### config.mk
export PLATFORM = sky130hd
export DESIGN_NAME = attract_keycode_player
export DESIGN_NICKNAME = d
export VERILOG_FILES = /design/src/rtl/attract_pkg.sv /design/src/rtl/attract_script_rom.sv /design/src/rtl/attract_keycode_player.sv
export SDC_FILE = /design/constraint.sdc
export NUM_CORES = 1
export LEC_CHECK = 0
export ABC_CLOCK_PERIOD_IN_PS = 1750
export BUFFER_PORTS_ARGS = -buffer_cell sky130_fd_sc_hd__buf_2
export CAP_MARGIN = 20
export CORE_ASPECT_RATIO = 1.4
export CORE_MARGIN = 4
export CORE_UTILIZATION = 50
export CTS_CLUSTER_DIAMETER = 40
export DETAILED_ROUTE_END_ITERATION = 10
export GPL_TIMING_DRIVEN = 0
export PLACE_DENSITY = 0.75
export REMOVE_ABC_BUFFERS = 1
export SLEW_MARGIN = 0
export SYNTH_ARGS = -nofsm -noshare
export SYNTH_HDL_FRONTEND = slang
export SYNTH_SLANG_ARGS = --single-unit
### constraint.sdc
create_clock -name frame_clk -period 1.75 [get_ports frame_clk]
set_input_delay 0.35 -clock frame_clk [delete_from_list [all_inputs] [get_ports frame_clk]]
set_output_delay 0.35 -clock frame_clk [all_outputs]
set_load 0.005 [all_outputs]
### src/rtl/attract_pkg.sv
`default_nettype none
// ============================================================================
// Module      : attract_pkg
// Description : Shared types and constants for the attract-mode keycode
//               player: USB HID keycodes, FSM state encoding, script entry
//               layout and the default demo script.
// Revision    : 1.0 - initial release
// ============================================================================
package attract_pkg;

    // USB HID usage IDs used by the demo script
    localparam logic [7:0] KEY_W  = 8'h1A;
    localparam logic [7:0] KEY_S  = 8'h16;
    localparam logic [7:0] KEY_A  = 8'h04;
    localparam logic [7:0] KEY_D  = 8'h07;
    localparam logic [7:0] KEY_UP = 8'h52;
    localparam logic [7:0] KEY_DN = 8'h51;
    localparam logic [7:0] KEY_LT = 8'h50;
    localparam logic [7:0] KEY_RT = 8'h4F;

    // Width of the duration field as stored in the script table
    localparam int SCRIPT_DUR_W = 8;
    // Number of entries held in the default script table
    localparam int SCRIPT_LEN   = 16;

    typedef enum logic [2:0] {
        S_IDLE  = 3'd0,
        S_LOAD  = 3'd1,
        S_CHECK = 3'd2,
        S_PLAY  = 3'd3,
        S_DONE  = 3'd4
    } state_t;

    typedef struct packed {
        logic [7:0]              key;
        logic [SCRIPT_DUR_W-1:0] dur;
    } script_entry_t;

    // A zero duration marks the end of the script
    localparam script_entry_t DEFAULT_SCRIPT [SCRIPT_LEN] = '{
        '{KEY_D, 8'd60}, '{KEY_W, 8'd1}, '{KEY_A, 8'd3}, '{8'h00, 8'd0},
        '{8'h00, 8'd0},  '{8'h00, 8'd0}, '{8'h00, 8'd0}, '{8'h00, 8'd0},
        '{8'h00, 8'd0},  '{8'h00, 8'd0}, '{8'h00, 8'd0}, '{8'h00, 8'd0},
        '{8'h00, 8'd0},  '{8'h00, 8'd0}, '{8'h00, 8'd0}, '{8'h00, 8'd0}
    };

endpackage : attract_pkg
`default_nettype wire

### src/rtl/attract_script_rom.sv
`default_nettype none
// ============================================================================
// Module      : attract_script_rom
// Description : Synchronous-read script ROM (one cycle read latency),
//               contents taken from attract_pkg::DEFAULT_SCRIPT. Entries
//               beyond the package table read as end markers.
// Revision    : 1.0 - initial release
// ============================================================================
module attract_script_rom
    import attract_pkg::*;
#(
    parameter int DEPTH = 16,
    parameter int AW    = 4,
    parameter int DUR_W = 8
) (
    input  logic             frame_clk,
    input  logic [AW-1:0]    addr,
    output logic [7:0]       key,
    output logic [DUR_W-1:0] dur
);

    logic [7:0]       rom_key [DEPTH];
    logic [DUR_W-1:0] rom_dur [DEPTH];

    generate
        for (genvar i = 0; i < DEPTH; i++) begin : g_rom
            if (i < SCRIPT_LEN) begin : g_init
                assign rom_key[i] = DEFAULT_SCRIPT[i].key;
                assign rom_dur[i] = DUR_W'(DEFAULT_SCRIPT[i].dur);
            end else begin : g_end_marker
                assign rom_key[i] = 8'h00;
                assign rom_dur[i] = '0;
            end
        end
    endgenerate

    // Registered read; out-of-range addresses return an end marker
    always_ff @(posedge frame_clk) begin
        if (int'(addr) < DEPTH) begin
            key <= rom_key[addr];
            dur <= rom_dur[addr];
        end else begin
            key <= 8'h00;
            dur <= '0;
        end
    end

endmodule : attract_script_rom
`default_nettype wire

### src/rtl/attract_keycode_player.sv
`default_nettype none
// ============================================================================
// Module      : attract_keycode_player
// Description : Keycode source for the player controller. Forwards the live
//               USB keycode when idle; on start replays the stored script of
//               (keycode, frames) entries with a two-frame release gap
//               between presses. Define ATTRACT_LOOP_EN to repeat the script
//               forever instead of finishing with a done pulse.
// Revision    : 1.0 - initial release
// ============================================================================
module attract_keycode_player
    import attract_pkg::*;
#(
    parameter int DEPTH         = 16,
    parameter int AW            = 4,
    parameter int DUR_W         = 8,
    parameter int ABORT_ON_LIVE = 1
) (
    input  logic          frame_clk,
    input  logic          Reset,
    input  logic          start,
    input  logic          abort,
    input  logic [7:0]    live_keycode,
    output logic [7:0]    keycode,
    output logic          busy,
    output logic          done,
    output logic [AW-1:0] step_idx
);

    localparam logic [AW-1:0] LAST_IDX = AW'(DEPTH - 1);

    state_t           state_q,   state_d;
    logic [7:0]       keycode_q, keycode_d;
    logic             busy_q,    busy_d;
    logic             done_q,    done_d;
    logic [AW-1:0]    idx_q,     idx_d;
    logic [DUR_W-1:0] cnt_q,     cnt_d;

    logic [7:0]       rom_key;
    logic [DUR_W-1:0] rom_dur;
    logic             live_nz;
    logic             abort_req;
    logic             active;

    attract_script_rom #(
        .DEPTH (DEPTH),
        .AW    (AW),
        .DUR_W (DUR_W)
    ) u_rom (
        .frame_clk (frame_clk),
        .addr      (idx_q),
        .key       (rom_key),
        .dur       (rom_dur)
    );

    assign live_nz   = |live_keycode;
    assign abort_req = abort | ((ABORT_ON_LIVE != 0) & live_nz);
    assign active    = (state_q == S_LOAD) || (state_q == S_CHECK) || (state_q == S_PLAY);

    // Next-state and next-output logic for the playback sequencer
    always_comb begin
        state_d   = state_q;
        keycode_d = keycode_q;
        idx_d     = idx_q;
        cnt_d     = cnt_q;
        done_d    = 1'b0;

        case (state_q)
            S_IDLE: begin
                keycode_d = live_keycode;
                // A held live key blocks start so a user press is never masked
                if (start && !abort && !live_nz) begin
                    idx_d   = '0;
                    state_d = S_LOAD;
                end
            end
            S_LOAD: begin
                keycode_d = 8'h00;
                state_d   = S_CHECK;
            end
            S_CHECK: begin
                if (rom_dur == '0) begin
                    keycode_d = 8'h00;
`ifdef ATTRACT_LOOP_EN
                    idx_d     = '0;
                    state_d   = S_LOAD;
`else
                    done_d    = 1'b1;
                    state_d   = S_DONE;
`endif
                end else begin
                    keycode_d = rom_key;
                    cnt_d     = rom_dur - DUR_W'(1);
                    state_d   = S_PLAY;
                end
            end
            S_PLAY: begin
                if (cnt_q != '0) begin
                    cnt_d = cnt_q - DUR_W'(1);
                end else begin
                    keycode_d = 8'h00;
                    if (idx_q == LAST_IDX) begin
`ifdef ATTRACT_LOOP_EN
                        idx_d   = '0;
                        state_d = S_LOAD;
`else
                        done_d  = 1'b1;
                        state_d = S_DONE;
`endif
                    end else begin
                        idx_d   = idx_q + AW'(1);
                        state_d = S_LOAD;
                    end
                end
            end
            S_DONE: begin
                keycode_d = 8'h00;
                state_d   = S_IDLE;
            end
            default: begin
                keycode_d = 8'h00;
                state_d   = S_IDLE;
            end
        endcase

        // Abort overrides any playback transition; idx is kept for debug
        if (active && abort_req) begin
            state_d   = S_IDLE;
            keycode_d = live_keycode;
            done_d    = 1'b0;
            idx_d     = idx_q;
        end

        busy_d = (state_d == S_LOAD) || (state_d == S_CHECK) || (state_d == S_PLAY);
    end

    // State and registered outputs, asynchronously cleared by Reset
    always_ff @(posedge frame_clk or posedge Reset) begin
        if (Reset) begin
            state_q   <= S_IDLE;
            keycode_q <= 8'h00;
            busy_q    <= 1'b0;
            done_q    <= 1'b0;
            idx_q     <= '0;
            cnt_q     <= '0;
        end else begin
            state_q   <= state_d;
            keycode_q <= keycode_d;
            busy_q    <= busy_d;
            done_q    <= done_d;
            idx_q     <= idx_d;
            cnt_q     <= cnt_d;
        end
    end

    assign keycode  = keycode_q;
    assign busy     = busy_q;
    assign done     = done_q;
    assign step_idx = idx_q;

endmodule : attract_keycode_player
`default_nettype wire

## After elaboration in Yosys (flattened, before gate mapping)

Memories as Yosys holds them, arrays and structs flattened. A register that Yosys moved wholly into a read port is not among the register bits.
Cells that the tools add are included.

- Bits in latches: 0
- Memories kept: 2
- Bits in writable memories: 0
- Register bits: 25
- Memory bits (read-only): 256
- Bits of input ports: 12

- Order comparisons: 0
- Multipliers: 0
- Reductions and logical operators: 17
- Multiplexer cells: 22
- Bitwise operators: 3
- Add/subtract/negate cells: 3
- Eq/ne operators: 13
- Shifts and indexed selects: 0
- Div/mod/pow operators: 0

Memory list:

| memory | words | width | rd ports | clocked after Yosys merged registers in | write ports | line | RTL |
|---|---|---|---|---|---|---|---|
| (name not given) | 16 | 8 | 1 | 1 | 0 | attract_script_rom.sv:40 | `key <= rom_key[addr];` |
| (name not given) | 16 | 8 | 1 | 1 | 0 | attract_script_rom.sv:41 | `dur <= rom_dur[addr];` |

Operators with widths:

| operator | number |
|---|---|
| 8-bit two-way mux | 5 |
| 8-bit case mux with 3 select lines | 1 |
| 8-bit case mux with 2 select lines | 1 |
| 8-bit by 1-bit subtractor with 8-bit output, second input constant | 2 |
| 3-bit two-way mux | 5 |
| 3-bit by 2-bit == test with 1-bit output, second input constant | 4 |
| 4-bit two-way mux | 3 |
| 3-bit case mux with 4 select lines | 1 |
| 8-bit logical NOT | 1 |
| 2-bit inequality test, second input constant | 4 |
| 4-bit case mux with 2 select lines | 1 |
| 8-bit nonzero test | 1 |
| 8-bit OR reduction | 1 |
| 3-bit by 1-bit == test with 1-bit output, second input constant | 2 |
| 4-bit NOT with 5-bit output | 1 |
| 5-bit AND reduction | 1 |
| 4-bit by 1-bit adder with 4-bit output, second input constant | 1 |
| 4-bit == test, second input constant | 1 |
| 1-bit logical OR | 4 |
| 1-bit two-way mux | 4 |
| 2-bit nonzero test | 2 |
| 1-bit logical AND | 3 |
| 3-bit logical NOT | 1 |
| 3-bit by 2-bit inequality test with 1-bit output, second input constant | 1 |
| other kinds (6) | 7 |

## Depth between registers and ports, before layout

- Word-level depth: 9
- Mapped depth: 8

## Modules after synthesis

A second synthesis with hierarchy kept.

- Cell total of the unflattened synthesis: 210
- Area, all modules: 1903.1 µm²

Modules (own cells, without submodules):

| module | cells each | area each (µm²) | times used |
|---|---|---|---|
| attract_keycode_player | 185 | 1627.8 | 1 |
| attract_script_rom | 25 | 275.3 | 1 |

## Worst setup path before layout

No wires, ideal clock.

- Kind: reg2reg
- From: register state_q[1]
- To: register cnt_q[6]
- Cell stages (with the launch flop): 9
- Period minus slack after synthesis: 1803 ps
- Data arrival time: 1672 ps
- Path slack: -53 ps
- Required time: 1620 ps
- Setup time: 130 ps
- Cells stage by stage: dfrtp_1 -> buf_2 -> and3b_1 -> buf_2 -> buf_2 -> mux2i_1 -> ha_1 -> o211ai_1 -> xor2_1

- Word-level cells in the longest chain between the ends: 3
- Elaborated cells between the ends (all ways): 7
- Those cells by class: eq/ne: 4; mux: 1; reduce/logical: 2

Ends and longest elaborated chain:

| item | line | RTL |
|---|---|---|
| start: declaration | attract_keycode_player.sv:32 | `state_t state_q, state_d;` |
| start signal: assignment | attract_keycode_player.sv:147 | `state_q <= state_d;` |
| 3-bit by 2-bit == test with 1-bit output | attract_keycode_player.sv:68 | `case (state_q)` |
| 2-bit by 1-bit inequality test with 1-bit output (no line), or another cell as far along | -- |  |
| 3-bit AND reduction (no line) | -- |  |
| end signal: assignment | attract_keycode_player.sv:152 | `cnt_q <= cnt_d;` |
| end: declaration | attract_keycode_player.sv:37 | `logic [DUR_W-1:0] cnt_q, cnt_d;` |

Parallel ways exist; a longest one is shown, timed or not.
A chain may end at the register's enable or synchronous reset.

## Worst setup path in the final report

- From: register state_q[2]
- To: register idx_q[0], in the netlist step_idx[0]

- Word-level cells in the longest chain between the ends: 6
- Elaborated cells between the ends (all ways): 14
- Those cells by class: eq/ne: 6; mux: 1; bitwise: 1; reduce/logical: 6

Ends and longest elaborated chain:

| item | line | RTL |
|---|---|---|
| 3-bit by 1-bit == test with 1-bit output / 3-bit by 2-bit == test with 1-bit output (equally long branches) | attract_keycode_player.sv:58 | `assign active = (state_q == S_LOAD) \|\| (state_q == S_CHECK) \|\| (state_q == S_PLAY);` |
| 1-bit logical OR (2 in a row) | attract_keycode_player.sv:58 |  |
| 1-bit logical AND | attract_keycode_player.sv:127 | `if (active && abort_req) begin` |
| 1-bit NOT (no line) | -- |  |
| 5-bit AND reduction (no line) | -- |  |
| end signal: assignment | attract_keycode_player.sv:151 | `idx_q <= idx_d;` |
| end: declaration | attract_keycode_player.sv:36 | `logic [AW-1:0] idx_q, idx_d;` |

Parallel ways exist; a longest one is shown, timed or not.

==> flow_summary.json <==
{
  "antenna_found_initial": 0,
  "coreArea_um2": 3150,
  "ctsRootBufferMaster": "clkbuf_8",
  "drt_iter0_markers": 86,
  "path_cells": "buf_4 -> o21bai_1 -> a31oi_4 -> a21oi_2 -> mux2_4",
  "fin_cells": 253,
  "routed_wl_um": 4510,
  "initial_core_util": 0.522,
  "irDropWorstVdd_mv": 0.918,
  "nFillCells": 240,
  "p_leak_nw": 0.932,
  "crit_path_max_fanout": 12,
  "crit_slowest_cell": "dfrtp_2",
  "slowest_delay_ps": 470,
  "multiInputGateArea_um2": 921,
  "clock_skew_ps": 4.13,
  "crit_arrival_ps": 1960,
  "synth.avg_cell_area_um2": 9.52,
  "max_slew.worst_pin.slew_ps": 936,
  "synth_top_flop_cell": "dfrtp_1",
  "syn_area_um2": 1650,
  "fmax_mhz": 557,
  "yosys-top-cells-area": "dfrtp_1 (38%), dfxtp_1 (7.3%), a21oi_1 (3.3%)",
  "min_period_ps": 1800,
  "vias": 1568,
  "cp-end-kind": "register",
  "yosysMostFrequentCell": "dfrtp_1",
  "dpl.hpwl_um": 2780,
  "powerDensity_nw_per_um2": 1450,
  "regArea_um2": 753,
  "relSlewSlack": 0.375,
  "fin_nets": 227,
  "final_layout_size_suffix_gt1_frac": 0.402,
  "cts_hold_buffers": 0,
  "overflow": 0,
  "post_dp_cell_area_um2": 1780,
  "synthArstFlopShare": 0.806,
  "critPathRequiredTime_ps": 1910,
  "clockBufferDepth": 2,
  "path_clk_slew_ps": 70,
  "failed_checks": "negative setup slack",
  "fp.dieH_um": 75.9,
  "yosys_register_bits": 31,
  "crit_type": "register to register",
  "grt_pass1_vias": 1498,
  "area_growth_pct": 30.1,
  "grt_max_degree": 26,
  "outcome": "complete, but fails checks",
  "netlist_instances": 173,
  "diodes": 0,
  "yosysTopAreaCellShare": 0.380,
  "drc_errors": 0,
  "ys_top_cells_by_count": "dfrtp_1 (25), inv_1 (13), nand2_1 (12), nor2_1 (12)",
  "holdCritPathClass": "primary input to asynchronous set/reset pin",
  "fin_ws_ps": -45.4,
  "cap_violations": 0,
  "cts_buffers": 5,
  "utilization": 0.679,
  "slew_violations": 0,
  "die-area_um2": 4290,
  "dp.cells": 228,
  "ys_seq_area_frac": 0.453,
  "final_area_um2": 2140,
  "cts.sink_count": 31,
  "setup_viol": 8,
  "synth-edff-count": 0,
  "yosysWarnings": 0,
  "antenna_left": 0,
  "ys_types": 46,
  "hold_viol_final": 0,
  "row_count": 24,
  "io_pins": 26,
  "cts_max_level": 2,
  "die_x_um": 56.5,
  "yosysTopAreaCell": "dfrtp_1",
  "via_per_inst": 6.20,
  "clock_latency_ps": 280,
  "port_buffers": 25,
  "drt_pass1_iterations": 4,
  "wl_per_cell_um": 17.8,
  "place_congestion": 0.861,
  "cp-start-kind": "register",
  "holdWs_ps": 271,
  "grt_pass1_wl_um": 6810,
  "grt_use_total": 0.200,
  "min_period_over_period": 1.03,
  "cts_tree": "built",
  "grt_setup_unrepaired": "yes"
}
[power by group]
part,internal (mW),switching [mW],total (mW)
Combinational,0.562,0.655,1.22
Clock,0.460,0.263,0.723
Sequential,0.906,0.266,1.17
[logic make-up (layout without fill, tap and decap cells)]
logic type                 after synthesis  count (layout)  synth area share
AOI/OAI and AO/OA                       40              40             0.169
buffers and inverters                   22              63            0.0562
muxes                                    7               7            0.0448
adders and majority gates                2               2            0.0152
xor gates and xnor gates                 2               2            0.0106
and+or+nand+nor                         69              69             0.251
DFF                                     31              31             0.453
[layout make-up]
class / count / share of cell area
clock buffer: 6 / 0.0386
clock inverter: 2 / 0.0164
inverter: 13 / 0.0228
multi-input combinational: 120 / 0.430
sequential: 31 / 0.352
tap: 39 / 0.0228
timing repair buffer: 42 / 0.118
[sequential cells by signal (all words and copies together), names as in the netlist]
name,cells
done,1
cnt_q,8
busy,1
state_q,3
step_idx,4
keycode,8
u_rom.key,3
u_rom.dur,3
[critical path: cells and delay by family (launching register included)]
kind,cells,cell delay (ps)
multiplexers,1,320
buffers and inverters,1,170
flip-flops,1,470
AO/OA/AOI/OAI,3,720
[worst paths after layout]
kind | startpoint | endpoint | depth (start not counted) | slack, ps
setup / recovery | state_q[2]$_DFF_PP0_ | step_idx[0]$_DFFE_PP0P_ | 5 | -50
hold / removal | Reset | cnt_q[3]$_DFFE_PP0P_ | 2 | 270
setup reg to reg | state_q[2]$_DFF_PP0_ | step_idx[0]$_DFFE_PP0P_ | 5 | -50
hold reg to reg | keycode[0]$_DFFE_PP0P_ | keycode[0]$_DFFE_PP0P_ | 1 | 510
max in group asynchronous | Reset | state_q[0]$_DFF_PP0_ | 2 | 840
min in group frame_clk | live_keycode[6] | keycode[6]$_DFFE_PP0P_ | 3 | 320
[routing by layer]
layer,routed length (um),track usage
met3,263,0.0510
met1,1690,0.217
met5,0,0
met4,128,0.0618
met2,2430,0.367
[stage by stage]
step	TNS, ps	setup WS (ps)	total power, mW
finish	-170	-45.4	3.11
global route	-823	-111	3.27
CTS	-6.73	-6.73	2.91
detailed placement	-5740	-484	2.08
global placement	-4650	-440	2.03
floorplan	-652	-144	1.79
[repair_timing]
item,CTS,global route
gates cloned,0,0
gates resized for setup,16,16
pin swaps,3,10
setup buffers,9,8
endpoints found under the setup margin,25,15
[placed cells by master (no fill, tap or decap), types with 4 or more instances in the layout]
cell type	count
o221ai_1	4
nand2_1	11
clkbuf_8	6
nor3_1	9
buf_4	17
dfxtp_1	6
a21oi_1	7
nor2b_1	4
nor2_1	12
nand3_1	4
dfrtp_2	6
o22ai_1	4
a21oi_2	4
inv_1	13
nand4_1	4
buf_2	25
dfrtp_1	19
No activity file was read; power rests on OpenSTA's default activity.
